## src/rtl/q3_fsm_pkg.sv

```systemverilog
// Shared definitions for the x/z sequence FSM: state codes, transition table and output decode.
package q3_fsm_pkg;

  localparam int unsigned ST_W = 3;

  typedef enum logic [ST_W-1:0] {
    S_A = 3'd0,
    S_B = 3'd1,
    S_C = 3'd2,
    S_D = 3'd3,
    S_E = 3'd4
  } q3_state_t;

  // Successor of a legal state for input x; illegal codes map to S_A.
  function automatic logic [ST_W-1:0] q3_next(input logic [ST_W-1:0] state, input logic x);
    logic [ST_W-1:0] nxt;
    nxt = S_A;
    case (state)
      S_A:     nxt = x ? S_B : S_A;
      S_B:     nxt = x ? S_E : S_B;
      S_C:     nxt = x ? S_B : S_C;
      S_D:     nxt = x ? S_C : S_B;
      S_E:     nxt = x ? S_E : S_D;
      default: nxt = S_A;
    endcase
    return nxt;
  endfunction

  // Moore output: high only in S_D and S_E.
  function automatic logic q3_z(input logic [ST_W-1:0] state);
    return (state == S_D) || (state == S_E);
  endfunction

  function automatic logic q3_legal(input logic [ST_W-1:0] state);
    return state <= S_E;
  endfunction

endpackage

```

## src/rtl/q3_fsm_ch.sv

```systemverilog
// One channel of the sequence FSM: state, sticky illegal-code flag, saturating z counter,
// and an optional output register on z.
module q3_fsm_ch
  import q3_fsm_pkg::*;
#(
  parameter int unsigned CNT_W = 8,
  parameter int unsigned REG_Z = 0
) (
  input  logic              clk,
  input  logic              areset,
  input  logic              en,
  input  logic              x,
  input  logic              ld,
  input  logic [ST_W-1:0]   ld_val,
  input  logic              clr,
  output logic [ST_W-1:0]   state,
  output logic              z,
  output logic [CNT_W-1:0]  z_cnt,
  output logic              err
);

  localparam logic [CNT_W-1:0] CNT_MAX = {CNT_W{1'b1}};

  logic [ST_W-1:0]  state_q;
  logic [ST_W-1:0]  state_d;
  logic             err_q;
  logic             err_d;
  logic [CNT_W-1:0] cnt_q;
  logic [CNT_W-1:0] cnt_d;
  logic             z_dec;
  logic             legal;

  // State register, err flag and counter.
  always_ff @(posedge clk or posedge areset) begin
    if (areset) begin
      state_q <= S_A;
      err_q   <= 1'b0;
      cnt_q   <= '0;
    end else begin
      state_q <= state_d;
      err_q   <= err_d;
      cnt_q   <= cnt_d;
    end
  end

  // Next state: load beats recovery beats step; recovery wins over clr on err.
  always_comb begin
    state_d = state_q;
    err_d   = err_q;
    cnt_d   = cnt_q;
    legal   = q3_legal(state_q);

    if (ld) begin
      state_d = ld_val;
    end else if (!legal) begin
      state_d = S_A;
    end else if (en) begin
      state_d = q3_next(state_q, x);
    end

    if (clr) begin
      err_d = 1'b0;
    end
    if (!ld && !legal) begin
      err_d = 1'b1;
    end

    if (clr) begin
      cnt_d = '0;
    end else if (en && z_dec && (cnt_q != CNT_MAX)) begin
      cnt_d = cnt_q + CNT_W'(1);
    end
  end

  // Output decode from the current state.
  always_comb begin
    z_dec = q3_z(state_q);
  end

  if (REG_Z != 0) begin : g_zreg
    logic z_q;

    // Registered z lags state by one cycle and ignores clr.
    always_ff @(posedge clk or posedge areset) begin
      if (areset) begin
        z_q <= 1'b0;
      end else begin
        z_q <= z_dec;
      end
    end

    assign z = z_q;
  end else begin : g_zcomb
    assign z = z_dec;
  end

  assign state = state_q;
  assign z_cnt = cnt_q;
  assign err   = err_q;

endmodule

```

## src/rtl/q3_fsm_array.sv

```systemverilog
// NCH independent sequence-FSM channels with per-lane status packed onto flat buses.
module q3_fsm_array
  import q3_fsm_pkg::*;
#(
  parameter int unsigned NCH   = 4,
  parameter int unsigned CNT_W = 8,
  parameter int unsigned REG_Z = 0
) (
  input  logic                   clk,
  input  logic                   areset,
  input  logic [NCH-1:0]         en,
  input  logic [NCH-1:0]         x,
  input  logic [NCH-1:0]         ld,
  input  logic [ST_W*NCH-1:0]    ld_val,
  input  logic                   clr,
  output logic [ST_W*NCH-1:0]    state,
  output logic [NCH-1:0]         z,
  output logic [CNT_W*NCH-1:0]   z_cnt,
  output logic [NCH-1:0]         err
);

  for (genvar i = 0; i < NCH; i++) begin : g_ch
    q3_fsm_ch #(
      .CNT_W (CNT_W),
      .REG_Z (REG_Z)
    ) u_ch (
      .clk    (clk),
      .areset (areset),
      .en     (en[i]),
      .x      (x[i]),
      .ld     (ld[i]),
      .ld_val (ld_val[ST_W*i +: ST_W]),
      .clr    (clr),
      .state  (state[ST_W*i +: ST_W]),
      .z      (z[i]),
      .z_cnt  (z_cnt[CNT_W*i +: CNT_W]),
      .err    (err[i])
    );
  end

endmodule

```

## config.mk

```make
export PLATFORM = sky130hd
export DESIGN_NAME = q3_fsm_array
export DESIGN_NICKNAME = d
export VERILOG_FILES = /design/src/rtl/q3_fsm_pkg.sv /design/src/rtl/q3_fsm_ch.sv /design/src/rtl/q3_fsm_array.sv
export SDC_FILE = /design/constraint.sdc
export NUM_CORES = 1
export LEC_CHECK = 0
export BUFFER_PORTS_ARGS = -buffer_cell sky130_fd_sc_hd__buf_2
export CAP_MARGIN = 40
export CELL_PAD_IN_SITES_DETAIL_PLACEMENT = 0
export CELL_PAD_IN_SITES_GLOBAL_PLACEMENT = 1
export CORE_ASPECT_RATIO = 1.5
export CORE_MARGIN = 2
export CORE_UTILIZATION = 37
export CTS_BUF_LIST = sky130_fd_sc_hd__clkbuf_4 sky130_fd_sc_hd__clkbuf_8
export CTS_CLUSTER_SIZE = 10
export DETAILED_ROUTE_END_ITERATION = 10
export GPL_TIMING_DRIVEN = 0
export PLACE_DENSITY = 0.87
export SETUP_SLACK_MARGIN = 0.2
export SYNTH_ARGS = -nofsm -noshare
export SYNTH_HDL_FRONTEND = slang
export SYNTH_SLANG_ARGS = --single-unit
```

## constraint.sdc

```tcl
create_clock -name clk -period 1.6 [get_ports clk]
set_input_delay 0.32 -clock clk [delete_from_list [all_inputs] [get_ports clk]]
set_output_delay 0.32 -clock clk [all_outputs]
set_load 0.01 [all_outputs]
```

Yosys cells after proc, flatten, opt, wreduce, memory -nomap -nowiden
Cells that the tools add are included.
{"block": "totals", "ff_bits": 48, "in_bits": 27, "word_cells": 129, "out_inout_bits": 52}
{"block": "classes", "n_lt_le_gt_ge": 4, "n_reduce_logical": 36, "eq_ne": 24, "n_mux": 49, "add_sub_neg": 4}
{"op": "two-way mux 8 bit", "count": 8}
{"op": "two-way mux 3 bit", "count": 20}
{"op": "case mux 3 bit (5 select lines)", "count": 4}
{"op": "adder 8 x 1 -> 8 bit (second input constant)", "count": 4}
{"op": "!= test 8 bit (second input constant)", "count": 4}
{"op": "equality test 3 x 2 -> 1 bit (second input constant)", "count": 8}
{"op": "two-way mux 2 bit", "count": 8}
{"op": "nonzero test 2 bit", "count": 8}
{"op": "equality test 3 x 1 -> 1 bit (second input constant)", "count": 4}
{"op": "equality test 3 bit (second input constant)", "count": 4}
{"op": "<= comparator 3 bit (second input constant)", "count": 4}
{"op": "logical AND 1 bit", "count": 12}
{"op": "logical NOT 3 bit", "count": 4}
{"op": "!= test 3 bit (second input constant)", "count": 4}
{"op": "two-way mux 1 bit", "count": 9}
{"op": "logical NOT 1 bit", "count": 8}
{"op": "logical OR 1 bit", "count": 4}

Longest topological paths before layout
{"block": "logic_depth", "depth_word": 6, "ltp_mapped": 6, "ltp_nobuf": 5}

Cells and area by module
A second synthesis with hierarchy kept.
{"block": "unflattened", "cells_unflattened": 320, "hier_area_um2": 2842.7}
{"module": "q3_fsm_ch", "instances": 4, "area_per_inst_um2": 710.7, "cells_per_inst": 80}

Least setup slack after synthesis
Ideal clock, no wire load.
{"block": "synth_path", "kind": "register to register", "from": "reg g_ch[0].u_ch.cnt_q[0]", "to": "reg g_ch[0].u_ch.cnt_q[5]", "path_stages_with_launch": 7, "t_required_ps": 1475, "t_arrival_ps": 1639, "path_slack_ps": -164, "synth_period_minus_slack_ps": 1764, "path_cell_list": "dfrtp_1 -> ha_1 -> nand3_1 -> nor3_1 -> buf_2 -> nor4_1 -> mux2_2"}
{"block": "synth_via", "elab_chain_len": 3, "elab_cells_between_ends": 6, "cone_classes": "add/sub (1); eq/ne (1); mux (2); reduce/logical (2)"}
{"element": "start, declared", "line_no": "q3_fsm_ch.sv:28", "rtl": "logic [CNT_W-1:0] cnt_q;"}
{"element": "start signal, assigned", "line_no": "q3_fsm_ch.sv:42", "rtl": "cnt_q <= cnt_d;"}
{"element": "adder 8 x 1 -> 8 bit or != test 8 bit (tied branches)", "line_no": "q3_fsm_ch.sv:71, q3_fsm_ch.sv:70"}
{"element": "two-way mux 8 bit or logical AND 1 bit (tied branches)", "line_no": "q3_fsm_ch.sv:70", "rtl": "end else if (en && z_dec && (cnt_q != CNT_MAX)) begin"}
{"element": "two-way mux 8 bit or nonzero test 2 bit (tied branches)"}
Several ways; a longest one is shown, not always the timed one. The select of a mux whose other input is x is not followed.
A chain may end at the register's enable or synchronous reset.

Worst setup path after layout
{"block": "layout_path", "from": "reg g_ch[1].u_ch.state_q[0]", "to": "out z[1]"}
{"block": "layout_via", "elab_chain_len": 2, "elab_cells_between_ends": 3, "cone_classes": "eq/ne (2); reduce/logical (1)"}
{"element": "start, declared", "line_no": "q3_fsm_ch.sv:24", "rtl": "logic [ST_W-1:0] state_q;"}
{"element": "start signal, assigned", "line_no": "q3_fsm_ch.sv:40", "rtl": "state_q <= state_d;"}
{"element": "equality test 3 x 2 -> 1 bit or equality test 3 bit (tied branches)", "line_no": "q3_fsm_pkg.sv:31", "rtl": "return (state == S_D) || (state == S_E);"}
{"element": "logical OR 1 bit *", "line_no": "q3_fsm_pkg.sv:31"}
{"element": "end, declared", "line_no": "q3_fsm_array.sv:17", "rtl": "output logic [NCH-1:0] z,"}
Mark *: on every way between the ends. The rest lies on a longest branch, timed or not.

==> results.rst <==
.. list-table::
   :header-rows: 1

   * - Metric
     - Value
   * - Outcome
     - complete, but fails checks
   * - Violated checks
     - setup timing
   * - Worst setup slack after layout
     - -201 ps
   * - Pin count of the biggest net entering global routing
     - 28
   * - IO Port Bufs
     - 76
   * - Switching part of the total power
     - 0.323
   * - Number of detailed-route iterations in the first pass
     - 4
   * - Type of the worst setup path
     - reg2out
   * - Power share of the combinational group
     - 0.402
   * - DRC marker count from the first detailed-route iteration
     - 158
   * - Startpoint kind of the worst setup timing path
     - register
   * - # setup viols final
     - 18
   * - Share of total power in sequential cells
     - 0.379
   * - Clock share of power
     - 0.219
   * - Antenna cell count
     - 0
   * - Final std cells w/o fill
     - between 500 and 600
   * - Slew Limit Headroom
     - 0.541
   * - Summed negative setup slack over all endpoints
     - -1280 ps
   * - Placeable core region
     - 7910 um2
   * - CP endpoint kind
     - output pin
   * - DP Cell Count
     - around 510
   * - Commonest cells post-synth
     - 48 x dfrtp_1, 30 x a21oi_1, 23 x nand2_1
   * - Cell area after technology mapping
     - between 2000 and 3000 um2
   * - Final weighted congestion in routability-driven placement
     - approximately 0.78
   * - Detail Route Antenna Nets
     - 0
   * - Global route overflow
     - 0
   * - Min Clock Period, post-route
     - 1800 ps
   * - Count of boundary I/O pins
     - 79
   * - Cell area power density
     - about 750 nW/um2
   * - Sequential-to-total area share from yosys stat
     - 0.404
   * - Top-area cell type share of the netlist area
     - 0.404
   * - Root buf cell
     - clkbuf_8
   * - Average instance area after synthesis
     - roughly 9.0 um2
   * - Count of buffering cells on the critical path with inverters included
     - 3
   * - Main synth FF type
     - dfrtp_1
   * - Max-capacitance violation count
     - 0
   * - Buffers from clock root to sink, at most
     - 2
   * - Die boundary width
     - around 77 um
   * - Arrival time of the worst setup path
     - roughly 1500 ps
   * - Die Ht
     - 114 um
   * - Number of CTS-inserted buffers
     - 5
   * - Library cell with the highest instance count after synthesis
     - dfrtp_1
   * - Critical Path Slowest Stage Cell
     - dfrtp_1
   * - Die outline area
     - ~8800 um2
   * - Ordered list of cells on the worst path
     - buf_6 > and3b_2 > or2_4 > buf_6 > buf_6
   * - Proportion of layout cells with a drive suffix above 1
     - 0.588
   * - Number of enable-type register cells in the synthesized netlist
     - 0
   * - Synth async-reset ratio
     - 1.00
   * - Internal portion of total power
     - 2510 uW
   * - Total of flip-flops plus latches after synthesis
     - between 40 and 50
   * - Global-route wire length before repair
     - roughly 15000 um
   * - Worst R2R Setup Slack
     - -150 ps
   * - Layout area overhead
     - 66.8%
   * - Net switching power of the design
     - about 1200 uW
   * - Source-to-sink clock delay at the later pin of the worst-skew pair
     - 310 ps
   * - Cells after Synth
     - ~330
   * - Number of distinct standard cells referenced by the synthesized netlist
     - 50
   * - CTS sink count
     - 48
   * - Count of final hold-check violations
     - 0
   * - Nets@finish
     - about 520
   * - Via count of the first global-routing pass
     - ~3200
   * - Number of core rows
     - 40
   * - Post-Synthesis Net Count
     - between 300 and 400
   * - Clock Skew
     - a little over 7 ps
   * - Top cell family by delay on the critical path
     - simple AND/OR/NAND/NOR gates
   * - GRT Resource Usage Total
     - 0.203
   * - Max Clock Freq
     - 555 MHz
   * - H-Tree Level Count
     - 2
   * - Vias
     - between 3000 and 4000
   * - Biggest area contributors in the synthesized netlist
     - dfrtp_1 40%, a21oi_1 5.0%, o31ai_1 3.8%
   * - Area leader, netlist
     - dfrtp_1
   * - Yosys synthesis warning count
     - 0
   * - Final worst path period share
     - 1.13
   * - DR vias/cell
     - around 5.4
   * - Average wire length per cell after detail routing
     - 16.0 um
   * - Count of fill cells added during filler insertion
     - between 600 and 700
   * - Leakage Power
     - 0.00213 uW
   * - Maximum resistive drop on vdd
     - 0.601 mV
   * - Largest stage delay on the critical path
     - around 400 ps
   * - Endpoint required time on the critical path
     - ~1300 ps
   * - Maximum fanout count along the critical path
     - 2
   * - Most numerous cell on the critical path
     - buf_6
   * - Clock-pin slew of the registers on the worst-case setup and hold paths
     - around 90 ps
   * - Worst min path class
     - in2async
   * - Dpl hpwl
     - 5290 um
   * - Drc violations
     - 0
   * - Initial standard-cell utilization of the core
     - 0.376
   * - Actual slew at the worst max-slew pin
     - roughly 690 ps
   * - Number of antenna violations at the first check in global routing
     - 0
   * - Unrepaired setup endpoints after global routing
     - yes
   * - TritonCTS clock tree
     - built
   * - Routed wire length
     - 9480 um
   * - Quantity of hold-fixing buffers added after cts
     - 0
   * - Max-slew violation count
     - 0
final cells by class:
type                            instances  area, um2  share of cell area
Timing Repair Buffer                  146       1080               0.217
Inverter                               17       67.6              0.0136
Tap cell                              105        131              0.0265
Multi-Input combinational cell        248       2190               0.441
Clock inverter                          1       7.51             0.00151
Buffer                                 21        174              0.0351
Clock buffer                            7       90.1              0.0182
Sequential cell                        48       1220               0.246
timing repair:
| item | in CTS | in global routing |
|---|---|---|
| buffers inserted | 53 | 13 |
| gates resized for setup | 67 | 79 |
| pin swaps | 41 | 31 |
| endpoints found under the setup margin | 43 | 55 |
| gates cloned | 5 | 0 |
logic make-up after synthesis:
logic type	Yosys count	synth area share
buf+inv	38	0.0606
xor+xnor	2	0.00589
compound gates	101	0.222
mux	10	0.0358
fa+ha+maj	4	0.0168
simple gates	129	0.255
flops	48	0.404
cell usage in the layout (no fill, tap or decap), types with 5 or more instances in the layout:
cell,instances
a21oi_1,19
a21oi_2,11
buf_2,70
buf_4,47
buf_6,40
clkbuf_1,5
clkbuf_8,6
dfrtp_1,31
dfrtp_2,17
inv_1,16
mux2i_1,5
nand2_1,20
nand2b_1,5
nand2b_4,5
nand3_1,9
nor2_1,10
nor2b_1,7
nor3b_4,6
o21ai_0,11
o21ai_1,5
o21ai_4,7
o31ai_1,11
or3_1,7
or4_1,5
or4_4,6
state kept, by name, indices dropped and copies added (netlist names):
register / count
g_ch.u_ch.z_cnt: 32
g_ch.u_ch.err: 4
g_ch.u_ch.state: 12
power groups by stage:
stage	logic [uW]	registers, uW	clock network, uW
3_3_place_gp	812	1440	0
2_1_floorplan	561	1440	0
5_1_grt	1600	1420	863
3_5_place_dp	831	1440	0
4_1_cts	1270	1400	815
6_report	1490	1410	813
routing by layer:
metal  track usage  wire length, um  part of all wire  up-vias
met5             0                0                 0        -
met4        0.0690              116             0.012        0
met3        0.0301              316             0.033       10
met2         0.374             5250              0.55       68
met1         0.238             3790              0.40     1597
li1              -                -                 -     1550
path summary, 6_finish.rpt:
kind,startpoint,end,depth (start not counted)
max,g_ch[1].u_ch.state[0],z[1],5
min,areset,g_ch[2].u_ch.state[1],2
max reg2reg,g_ch[1].u_ch.state[0],g_ch[1].u_ch.z_cnt[5],8
min reg2reg,g_ch[0].u_ch.err,g_ch[0].u_ch.err,2
max in group asynchronous,areset,g_ch[1].u_ch.state[1],3
min in group clk,ld_val[2],g_ch[0].u_ch.state[2],3
through the flow:
stage / instance area [um2] / power (uW) / hold slack [ps] / utilization / setup slack, ps
finish: 4960 / 3710 / 46.8 / 0.627 / -201
global route: 4960 / 3880 / 86.8 / 0.627 / -251
CTS: 4540 / 3480 / 69.5 / 0.574 / -204
detailed placement: 3700 / 2270 / 401 / 0.468 / -86.3
global placement: 3680 / 2250 / 523 / 0.466 / -50.2
floorplan: 3170 / 2010 / 349 / - / 30.6
(Power assumes the default switching activity.)
